**config.mk**
```make
export PLATFORM = sky130hd
export DESIGN_NAME = clint_timer
export DESIGN_NICKNAME = d
export VERILOG_FILES = /design/src/rtl/clint_timer_pkg.sv /design/src/rtl/clint_prescaler.sv /design/src/rtl/clint_timer.sv
export SDC_FILE = /design/constraint.sdc
export NUM_CORES = 1
export LEC_CHECK = 0
export ABC_AREA = 1
export BUFFER_PORTS_ARGS = -buffer_cell sky130_fd_sc_hd__buf_2
export CAP_MARGIN = 10
export CORE_MARGIN = 3
export CORE_UTILIZATION = 65
export DETAILED_ROUTE_END_ITERATION = 10
export PLACE_DENSITY = 0.91
export SYNTH_ARGS = -nofsm -noshare
export SYNTH_HDL_FRONTEND = slang
export SYNTH_SLANG_ARGS = --single-unit
```
**constraint.sdc**
```tcl
create_clock -name clock -period 4.1 [get_ports clock]
set_input_delay 0.82 -clock clock [delete_from_list [all_inputs] [get_ports clock]]
set_output_delay 0.82 -clock clock [all_outputs]
set_load 0.03 [all_outputs]
```
**src/rtl/clint_timer_pkg.sv**
```systemverilog
// Shared offsets, widths and register decode for the core-local interruptor.
package clint_timer_pkg;

  localparam int unsigned ADDR_W     = 16;
  localparam int unsigned DATA_W     = 32;
  localparam int unsigned TIME_W     = 64;
  localparam int unsigned PRESCALE_W = 16;

  localparam logic [ADDR_W-1:0] MSIP_OFF        = 16'h0000;
  localparam logic [ADDR_W-1:0] MTIMECMP_LO_OFF = 16'h4000;
  localparam logic [ADDR_W-1:0] MTIMECMP_HI_OFF = 16'h4004;
  localparam logic [ADDR_W-1:0] MTIME_LO_OFF    = 16'hBFF8;
  localparam logic [ADDR_W-1:0] MTIME_HI_OFF    = 16'hBFFC;

  localparam logic [TIME_W-1:0] MTIMECMP_RST = 64'hFFFF_FFFF_FFFF_FFFF;

  typedef enum logic [2:0] {
    REG_NONE,
    REG_MSIP,
    REG_CMP_LO,
    REG_CMP_HI,
    REG_TIME_LO,
    REG_TIME_HI
  } reg_sel_e;

  // Word-address decode; byte lanes addr[1:0] play no part.
  function automatic reg_sel_e decode_reg(input logic [ADDR_W-1:2] word_addr);
    reg_sel_e r;
    r = REG_NONE;
    if (word_addr == MSIP_OFF[ADDR_W-1:2])             r = REG_MSIP;
    else if (word_addr == MTIMECMP_LO_OFF[ADDR_W-1:2]) r = REG_CMP_LO;
    else if (word_addr == MTIMECMP_HI_OFF[ADDR_W-1:2]) r = REG_CMP_HI;
    else if (word_addr == MTIME_LO_OFF[ADDR_W-1:2])    r = REG_TIME_LO;
    else if (word_addr == MTIME_HI_OFF[ADDR_W-1:2])    r = REG_TIME_HI;
    return r;
  endfunction

endpackage

```
**src/rtl/clint_prescaler.sv**
```systemverilog
// Divides the clock down to mtime increment ticks; freezes on halt.
module clint_prescaler
  import clint_timer_pkg::*;
#(
  parameter int unsigned PRESCALE = 1
) (
  input  logic clock,
  input  logic reset,
  input  logic halt_i,
  input  logic clr_i,
  output logic tick_c_o
);

  localparam logic [PRESCALE_W-1:0] LAST = PRESCALE_W'(PRESCALE - 1);

  logic [PRESCALE_W-1:0] count_q;
  logic [PRESCALE_W-1:0] count_d;

  assign tick_c_o = ~halt_i & (count_q == LAST);

  // Next count: clear wins, halt holds, otherwise count and wrap at LAST.
  always_comb begin
    count_d = count_q;
    if (clr_i) begin
      count_d = '0;
    end else if (!halt_i) begin
      count_d = (count_q == LAST) ? '0 : count_q + PRESCALE_W'(1);
    end
  end

  // Count register.
  always_ff @(posedge clock or negedge reset) begin
    if (!reset) count_q <= '0;
    else        count_q <= count_d;
  end

endmodule

```
**src/rtl/clint_timer.sv**
```systemverilog
// Core-local interruptor: mtime/mtimecmp/msip behind a single-cycle bus slave.
module clint_timer
  import clint_timer_pkg::*;
#(
  parameter int unsigned PRESCALE  = 1,
  parameter logic [31:0] BASE_ADDR = 32'h0200_0000
) (
  input  logic              clock,
  input  logic              reset,
  input  logic              sel,
  input  logic [ADDR_W-1:0] addr,
  input  logic              ren,
  input  logic              wen,
  input  logic [DATA_W-1:0] wdata,
  output logic [DATA_W-1:0] rdata,
  output logic              ready,
  input  logic              halt,
  output logic              timer_interrupt,
  output logic              software_interrupt
);

  logic [TIME_W-1:0] mtime_q,    mtime_d;
  logic [TIME_W-1:0] mtimecmp_q, mtimecmp_d;
  logic              msip_q,     msip_d;
  logic [DATA_W-1:0] shadow_hi_q, shadow_hi_d;
  logic [DATA_W-1:0] rdata_q,    rdata_d;
  logic              ready_q,    ready_d;
  logic              tint_q,     tint_d;
  logic              sint_q,     sint_d;

  logic     wr_c, rd_c, time_wr_c, tick_c;
  reg_sel_e reg_c;
  logic     unused_ok_c;

  // Block only sees its offset; the base address is decoded upstream.
  assign unused_ok_c = ^{addr[1:0], BASE_ADDR};

  assign reg_c     = decode_reg(addr[ADDR_W-1:2]);
  assign wr_c      = sel & wen;
  assign rd_c      = sel & ren & ~wen;
  assign time_wr_c = wr_c & ((reg_c == REG_TIME_LO) | (reg_c == REG_TIME_HI));

  clint_prescaler #(
    .PRESCALE (PRESCALE)
  ) u_prescaler (
    .clock    (clock),
    .reset    (reset),
    .halt_i   (halt),
    .clr_i    (time_wr_c),
    .tick_c_o (tick_c)
  );

  // Register writes, mtime increment, read mux and interrupt compares.
  always_comb begin
    mtime_d     = mtime_q;
    mtimecmp_d  = mtimecmp_q;
    msip_d      = msip_q;
    shadow_hi_d = shadow_hi_q;
    rdata_d     = '0;
    ready_d     = sel & (ren | wen);
    tint_d      = (mtime_q >= mtimecmp_q);
    sint_d      = msip_q;

    if (wr_c) begin
      case (reg_c)
        REG_MSIP:    msip_d              = wdata[0];
        REG_CMP_LO:  mtimecmp_d[31:0]    = wdata;
        REG_CMP_HI:  mtimecmp_d[63:32]   = wdata;
        REG_TIME_LO: mtime_d[31:0]       = wdata;
        REG_TIME_HI: mtime_d[63:32]      = wdata;
        default:     ;
      endcase
    end

    // A software write to mtime swallows a coincident tick.
    if (!time_wr_c && tick_c) begin
      mtime_d = mtime_q + TIME_W'(1);
    end

    if (rd_c) begin
      case (reg_c)
        REG_MSIP:    rdata_d = DATA_W'(msip_q);
        REG_CMP_LO:  rdata_d = mtimecmp_q[31:0];
        REG_CMP_HI:  rdata_d = mtimecmp_q[63:32];
        REG_TIME_LO: begin
          rdata_d     = mtime_q[31:0];
          shadow_hi_d = mtime_q[63:32];
        end
        REG_TIME_HI: rdata_d = shadow_hi_q;
        default:     rdata_d = '0;
      endcase
    end
  end

  // State and response registers.
  always_ff @(posedge clock or negedge reset) begin
    if (!reset) begin
      mtime_q     <= '0;
      mtimecmp_q  <= MTIMECMP_RST;
      msip_q      <= 1'b0;
      shadow_hi_q <= '0;
      rdata_q     <= '0;
      ready_q     <= 1'b0;
      tint_q      <= 1'b0;
      sint_q      <= 1'b0;
    end else begin
      mtime_q     <= mtime_d;
      mtimecmp_q  <= mtimecmp_d;
      msip_q      <= msip_d;
      shadow_hi_q <= shadow_hi_d;
      rdata_q     <= rdata_d;
      ready_q     <= ready_d;
      tint_q      <= tint_d;
      sint_q      <= sint_d;
    end
  end

  assign rdata              = rdata_q;
  assign ready              = ready_q;
  assign timer_interrupt    = tint_q;
  assign software_interrupt = sint_q;

endmodule

```
==> results of run 1 <==
[cell families (layout without fill, tap and decap cells)]
kind of cell,count (synthesis),in the layout
compound gates,210,210
mux,1,1
xor+xnor,42,42
flops,212,212
buf+inv,293,390
fa+ha+maj,67,67
simple gates,1082,1082
[through the flow]
| stage | worst slack [ns] | instances | total power [mW] | cell area, um2 |
|---|---|---|---|---|
| 2_1_floorplan | 2.01 | 1907 | 2.44 | 13500 |
| 3_3_place_gp | 1.17 | 2231 | 2.59 | 14100 |
| 3_5_place_dp | 1.05 | 2231 | 2.61 | 14100 |
| 4_1_cts | 1.54 | 2274 | 4.87 | 15000 |
| 5_1_grt | 1.35 | 2274 | 4.99 | 15000 |
| 6_report | 1.39 | 2274 | 4.88 | 15000 |
[worst paths after layout]
kind                       cells past startpoint  slack [ns]                          startpoint                                  to
max in group asynchronous                      2        2.77                               reset          mtimecmp_q[29]$_DFFE_PN1P_
setup / recovery                              12        1.39                            addr[11]             mtime_q[23]$_DFFE_PN0P_
setup reg to reg                              10        1.52  u_prescaler.count_q[0]$_DFFE_PN0P_              mtime_q[5]$_DFFE_PN0P_
min in group clock                             0        0.38                  msip_q$_DFFE_PN0P_        software_interrupt$_DFF_PN0_
hold reg to reg                                0        0.38                  msip_q$_DFFE_PN0P_        software_interrupt$_DFF_PN0_
hold / removal                                 1        0.33                               reset  u_prescaler.count_q[8]$_DFFE_PN0P_
[per-layer routing]
metal  GRT usage (%)  part of all wire [%]
met1            55.9                    38
met2            66.6                    44
met3            12.0                    12
met4            19.4                   4.9
met5               0                     0
[worst reg2reg max path: stages, from the launching register on]
cell and delay (ns):
dfrtp_1 0.39, inv_1 0.13, ha_1 0.21, nand4_1 0.11
nor2_1 0.10, nand2_1 0.13, inv_1 0.10, nand3_2 0.29
inv_2 0.68, nand2_1 0.22, nand3_1 0.15
[placed cells by master (no fill, tap or decap), types with 2 or more instances in the layout]
master,count
buf_2,85
o211ai_1,6
nand3_1,139
nand4_1,46
inv_1,231
bufinv_16,3
o22ai_1,23
clkbuf_16,25
clkinv_2,4
nand2_1,583
nor2_2,3
nand3b_1,2
o21ai_1,3
nand3_2,3
nor2_4,5
nor3_4,3
a21oi_1,64
buf_4,16
o21ai_0,108
o21a_1,3
dfrtp_1,148
clkbuf_1,4
dfstp_2,64
nand2_2,7
clkbuf_8,5
inv_2,10
clkinv_1,3
ha_1,67
nor3_1,37
xor2_1,41
nor2_1,247
[registers in the layout, summed over array words and instances (netlist names)]
| name | cells |
|---|---|
| mtimecmp_q | 64 |
| shadow_hi_q | 32 |
| timer_interrupt | 1 |
| msip_q | 1 |
| mtime_q | 64 |
| software_interrupt | 1 |
| ready | 1 |
| u_prescaler.count_q | 16 |
| rdata | 32 |
[area by class of cell]
type	count	area, um2
Clock buffer	34	709
Clock inverter	9	126
Fill cell	1578	5340
Inverter	244	916
Multi-Input combinational cell	1402	6910
Sequential cell	212	5390
Tap cell	270	338
Timing Repair Buffer	103	581
[power by group through the flow]
stage / Sequential, mW / Combinational (mW) / Clock (mW)
finish: 2.21 / 0.377 / 2.29
global route: 2.22 / 0.420 / 2.35
CTS: 2.21 / 0.370 / 2.28
detailed placement: 2.25 / 0.364 / 0
global placement: 2.24 / 0.345 / 0
floorplan: 2.23 / 0.211 / 0
==> summary.log, run 1 <==
INFO  yosys          synth_top_cells_by_area=dfrtp_1, nand2_1, dfstp_2, nor2_1, inv_1
INFO  grt            grtUsageTotal=42.8%
INFO  finish         layout-area-overhead-vs-synth=11.0%
INFO  die            placementRows=52
INFO  placement      gp_routability_congestion=1.04
INFO  yosys          post_synth_and_or_nand_nor_area_fraction=34.0%
INFO  yosys          yosys.cell_count.top_type=nand2_1
INFO  timing         final_hold_viol_count=0
INFO  pwr            worst_ir_drop_vdd=402uV
INFO  timing         number_of_max_slew_violations_in_the_final_report=0
INFO  timing         clock.fmax=369MHz
INFO  run            timing.max_cap.violations=0
INFO  finish         post_route_cells_drive_above_1_share=12.1%
INFO  pwr            power_leakage=7.68nW
INFO  worst_setup_path critPathTopFamily=simple AND/OR/NAND/NOR gates
INFO  timing         finalSetupViolCount=0
INFO  timing         finalWorstPathRequiredPeriod=2.71ns
INFO  yosys          synth_enable_flop_cells=0
INFO  finish         final_core_util=73.7%
INFO  yosys          netlist.area_leader.share=27.5%
INFO  yosys          synth.distinct_cells=40
INFO  finish         final_nets=2108
INFO  pwr            cell_internal_pwr=3.65mW
INFO  route          postRouteWirelength=48300um
INFO  yosys          syn_nets=2028
INFO  pwr            p_switching=1.23mW
INFO  pwr            power_frac_clock=46.9%
INFO  timing         rsz0062_at_grt=no
INFO  worst_setup_path critPathRequiredTime=4.51ns
INFO  yosys          synth-adder-area-share=6.22%
INFO  yosys          synth_area=13500um2
INFO  yosys          ys.warnings.count=0
INFO  route          drc_errors=0
INFO  die            die_width=150um
INFO  worst_setup_path setup.worst_path.end_class=flip-flop
INFO  cts            cts-root-to-sink-buffers=3
INFO  cts            post_cts_resize_count=0
INFO  route          drt-vias-per-instance=6.12
INFO  cts            postCtsSetupBuffers=0
INFO  worst_setup_path cpMostUsedCell=nand2_1
INFO  timing         fin_skew=0.0157ns
INFO  route          drt_first_pass_iters=6
INFO  die            core_area=20300um2
INFO  yosys          synth_top_family_by_area=simple AND/OR/NAND/NOR gates
INFO  pwr            power-per-cell-area=326nW/um2
INFO  yosys          syn_inst=1907
INFO  cts            cts_tree=built
INFO  grt            first_global_vias=13596
INFO  cts            cts_sinks=212
INFO  grt            grt_antenna_before_repair=0
INFO  placement      hpwl=34900um
INFO  grt            grt_overflow_total=0
INFO  yosys          synth-async-reset-ratio=100%
INFO  route          route.detailed.wl_per_inst=21.2um
INFO  yosys          synthTopCellsByCount=nand2_1, nor2_1, inv_1
INFO  grt            grt_first_pass_wirelength=74000um
INFO  hold_path      min-delay-path-class=in -> async
INFO  route          initialDrtViolationCount=1438
INFO  worst_setup_path worst_path_max_delay_cell=nor2_4
INFO  yosys          synth_top_cell_by_area=dfrtp_1
INFO  die            floorplan.die.height=150um
INFO  die            floorplan.initialDensity=66.4%
INFO  cts            clock_tree.root_cell=clkbuf_16
INFO  grt            pin_count_of_the_biggest_net_entering_global_routing=102
INFO  cts            cts_max_level=1
INFO  timing         tightest_slew=1.04ns
INFO  yosys          fraction_of_synthesized_area_in_multiplexers=0.0835%
INFO  status         status=finished, final reports clean
INFO  yosys          synthesis.area_per_instance=7.07um2
INFO  placement      place.port_buffers=86
INFO  finish         antennaDiodeCount=0
INFO  cts            cts.hold.buffers_added=0
INFO  yosys          seq_area_frac_synth=40.0%
INFO  die            die_area=22500um2
INFO  worst_setup_path slowest_delay=0.54ns
INFO  worst_setup_path worst-endpoint-arrival=3.12ns
INFO  timing         worst_hold_slack=0.331ns
INFO  route          dr_total_vias=13927
INFO  pwr            switching_share=25.2%
INFO  yosys          synth_xor_xnor_area_share=2.73%
INFO  worst_setup_path criticalPathCategory=in -> reg
INFO  pwr            power_frac_seq=45.4%
INFO  yosys          ys_ff_latch=212
INFO  cts            clock_latency=0.53ns
INFO  yosys          ys_dominant_reg_cell=dfrtp_1
INFO  worst_setup_path worstSetupStartpointType=input pin
INFO  die            io_pins=89
INFO  worst_setup_path worstPathBufferInverterCount=3
INFO  timing         fin_crit_sh=66.1%
INFO  cts            worst_setup_hold_path_clk_slew=0.06ns
INFO  timing         slew_headroom=30.2%
INFO  worst_setup_path critical_path.max_fanout=26
INFO  route          route.antenna.remaining_nets=0
INFO  yosys          synth-compound-area-share=8.25%
INFO  timing         final.setup.tns=0ns
INFO  worst_setup_path crit_path_cell_trace=buf_2 -> nand2_1 -> nor2_1 -> nand2_1 -> nor2_4 -> nand3_4 -> nor2_4 -> inv_2 -> nand2_1 -> inv_2 -> nand2_1 -> nand3_1
INFO  cts            cts_buffers=24
INFO  pwr            power_frac_comb=7.7%
Power figures use the tool's default switching activity.
==> run 2, diff against run 1 <==
Settings changed: ABC_AREA 1 to 0, CORE_UTILIZATION 65 to 61, PLACE_DENSITY 0.91 to 0.87.
Clock period 4.1 ns to 2.8 ns, I/O delays scaled along.
==> summary.log, run 2 <==
INFO  grt            first_global_vias=10638
INFO  die            floorplan.die.height=146um
INFO  yosys          synth_top_cell_by_area=dfrtp_1
INFO  finish         final_common_cell=nand2_1
INFO  pwr            power_leakage=6.49nW
INFO  status         status=finished, final reports clean
INFO  route          dr_total_vias=10832
INFO  yosys          yosys.cell_count.top_type=nand2_1
INFO  yosys          syn_nets=1343
INFO  worst_setup_path worstSetupStartpointType=flip-flop
INFO  timing         fin_skew=0.0106ns
INFO  grt            pin_count_of_the_biggest_net_entering_global_routing=75
INFO  route          route.antenna.remaining_nets=0
INFO  worst_setup_path criticalPathCategory=reg -> reg
INFO  grt            grt_first_pass_wirelength=56100um
INFO  worst_setup_path worst-endpoint-arrival=3.04ns
INFO  yosys          synthesis.area_per_instance=9.75um2
INFO  yosys          synth_area=11900um2
INFO  route          drt_first_pass_iters=6
INFO  die            die_area=21200um2
INFO  yosys          synth-compound-area-share=17.3%
INFO  run            timing.max_cap.violations=0
INFO  worst_setup_path critPathRequiredTime=3.22ns
INFO  finish         post_route_cells_drive_above_1_share=22.4%
INFO  pwr            total_power=6.90mW
INFO  route          drc_errors=0
INFO  die            io_pins=89
INFO  timing         final.setup.tns=0ns
INFO  cts            cts.hold.buffers_added=0
INFO  grt            grtUsageTotal=32.2%
INFO  yosys          synth_xor_xnor_area_share=0.956%
INFO  grt            grt_overflow_total=0
INFO  die            placementRows=50
INFO  placement      gp_routability_congestion=0.960
INFO  cts            clock_latency=0.52ns
INFO  cts            clock_tree.root_cell=clkbuf_16
INFO  worst_setup_path reg2regPathDepth=9
INFO  timing         final_hold_viol_count=0
INFO  worst_setup_path setup.worst_path.end_class=flip-flop
INFO  yosys          synth_top_cells_by_area=dfrtp_1, dfstp_2, ha_1, nand2_1, a21oi_1
INFO  cts            cts_buffers=24
INFO  finish         biggestRegsByFlops=mtime_q (64), mtimecmp_q (64)
INFO  grt            grt_antenna_before_repair=0
INFO  die            core_area=19000um2
INFO  timing         finalWorstPathRequiredPeriod=2.63ns
INFO  timing         tightest_slew=1.06ns
INFO  yosys          synth.distinct_cells=72
INFO  finish         antennaDiodeCount=0
INFO  yosys          synth_enable_flop_cells=0
INFO  yosys          synth_top_family_by_area=simple AND/OR/NAND/NOR gates
INFO  finish         layout-area-overhead-vs-synth=15.6%
INFO  route          drt-vias-per-instance=6.71
INFO  route          route.detailed.wl_per_inst=21.6um
INFO  hold_path      min-delay-path-class=in -> async
INFO  yosys          ys.warnings.count=0
INFO  cts            post_cts_resize_count=0
INFO  pwr            worst_ir_drop_vdd=469uV
INFO  timing         slew_headroom=29.3%
INFO  timing         number_of_max_slew_violations_in_the_final_report=0
INFO  placement      hpwl=24300um
INFO  yosys          syn_inst=1222
INFO  cts            cts_max_level=1
INFO  cts            cts-root-to-sink-buffers=3
INFO  finish         n_fill_cell=1293
INFO  yosys          synth-async-reset-ratio=100%
INFO  worst_setup_path critical_path.max_fanout=31
INFO  finish         layout_common_cells=nand2_1, dfrtp_1, buf_2
INFO  route          initialDrtViolationCount=1781
INFO  die            floorplan.initialDensity=62.9%
INFO  yosys          fraction_of_synthesized_area_in_multiplexers=6.49%
INFO  route          postRouteWirelength=34800um
INFO  cts            worst_setup_hold_path_clk_slew=0.06ns
INFO  yosys          netlist.area_leader.share=31.1%
INFO  yosys          post_synth_and_or_nand_nor_area_fraction=17.9%
INFO  yosys          seq_area_frac_synth=45.2%
INFO  yosys          synth-adder-area-share=7.04%
INFO  cts            cts_sinks=212
INFO  finish         final_nets=1459
INFO  yosys          ys_ff_latch=212
INFO  timing         finalSetupViolCount=0
INFO  cts            cts_tree=built
INFO  placement      place.port_buffers=86
INFO  timing         fin_crit_sh=93.9%
INFO  pwr            power-per-cell-area=501nW/um2
INFO  yosys          ys_dominant_reg_cell=dfrtp_1
INFO  die            die_width=146um
INFO  timing         clock.fmax=380MHz
INFO  yosys          synthTopCellsByCount=nand2_1, dfrtp_1, a21oi_1
INFO  timing         rsz0062_at_grt=no
INFO  cts            postCtsSetupBuffers=0
-- run 2: cell types whose count changed after synthesis, sizes merged, moves of 25 or more --
cell,previous run,this run
nand2,591,165
nor2,255,46
inv,241,76
nand3,143,48
mux2,1,66
xor2,41,7
a222oi,0,31
and3,0,25
-- run 2: worst max-delay path, cell delays in order (launching register included) --
cell and delay [ns]:
dfrtp_1 0.44, inv_1 0.09, ha_1 0.13, nor4b_2 0.21, and4_1 0.31, o211ai_4 0.11, buf_12 0.19, buf_4 0.19
or4_1 0.58, o311ai_1 0.26
-- run 2: cell type report --
| class | instances | area, um2 | share of cell area, % |
|---|---|---|---|
| Clock buffer | 38 | 694 | 5.04 |
| Clock inverter | 5 | 75.1 | 0.545 |
| Inverter | 76 | 285 | 2.07 |
| Multi-Input combinational cell | 873 | 5970 | 43.3 |
| Sequential cell | 212 | 5390 | 39.1 |
| Tap cell | 260 | 325 | 2.36 |
| Timing Repair Buffer | 151 | 1040 | 7.56 |
-- run 2: kinds of logic (layout without fill, tap and decap cells) --
family          count (synthesis)  after routing
compound gates                315            315
buf+inv                       137            270
simple gates                  409            409
flops                         212            212
fa+ha+maj                      67             67
mux                            69             69
xor+xnor                       13             13
-- run 2: routing by layer --
metal,up-vias,global-route usage (%),part of all wire (%)
met5,-,0,0
met1,5216,43.2,38
li1,4776,-,-
met4,0,12.9,4.4
met3,136,6.38,11
met2,704,52.0,46
-- run 2: path summary, 6_finish.rpt --
| kind | startpoint | end | slack, ns |
|---|---|---|---|
| max reg2reg | u_prescaler.count_q[0]$_DFFE_PN0P_ | mtime_q[23]$_DFFE_PN0P_ | 0.17 |
| max in group asynchronous | reset | mtimecmp_q[40]$_DFFE_PN1P_ | 1.95 |
| min | reset | rdata[19]$_DFF_PN0_ | 0.01 |
| min reg2reg | msip_q$_DFFE_PN0P_ | software_interrupt$_DFF_PN0_ | 0.41 |
| min in group clock | wdata[18] | mtimecmp_q[50]$_DFFE_PN1P_ | 0.29 |
| max | u_prescaler.count_q[0]$_DFFE_PN0P_ | mtime_q[23]$_DFFE_PN0P_ | 0.17 |
-- run 2: report_power, final --
group / internal [mW] / switching [mW]
logic: 0.194 / 0.337
registers: 3.14 / 0.109
clock network: 1.87 / 1.24
total: 5.21 / 1.69
-- run 2: per-stage QoR --
step           hold slack (ns)  util, %  cells  cell area [um2]  setup slack [ns]
2_1_floorplan            0.264        -   1222            11900             0.401
3_3_place_gp             0.385     68.6   1572            13000             0.177
3_5_place_dp             0.396     68.6   1572            13000             0.110
4_1_cts                 0.0230     72.7   1615            13800             0.175
5_1_grt                 0.0412     72.7   1615            13800            0.0236
6_report                0.0122     72.7   1615            13800             0.171
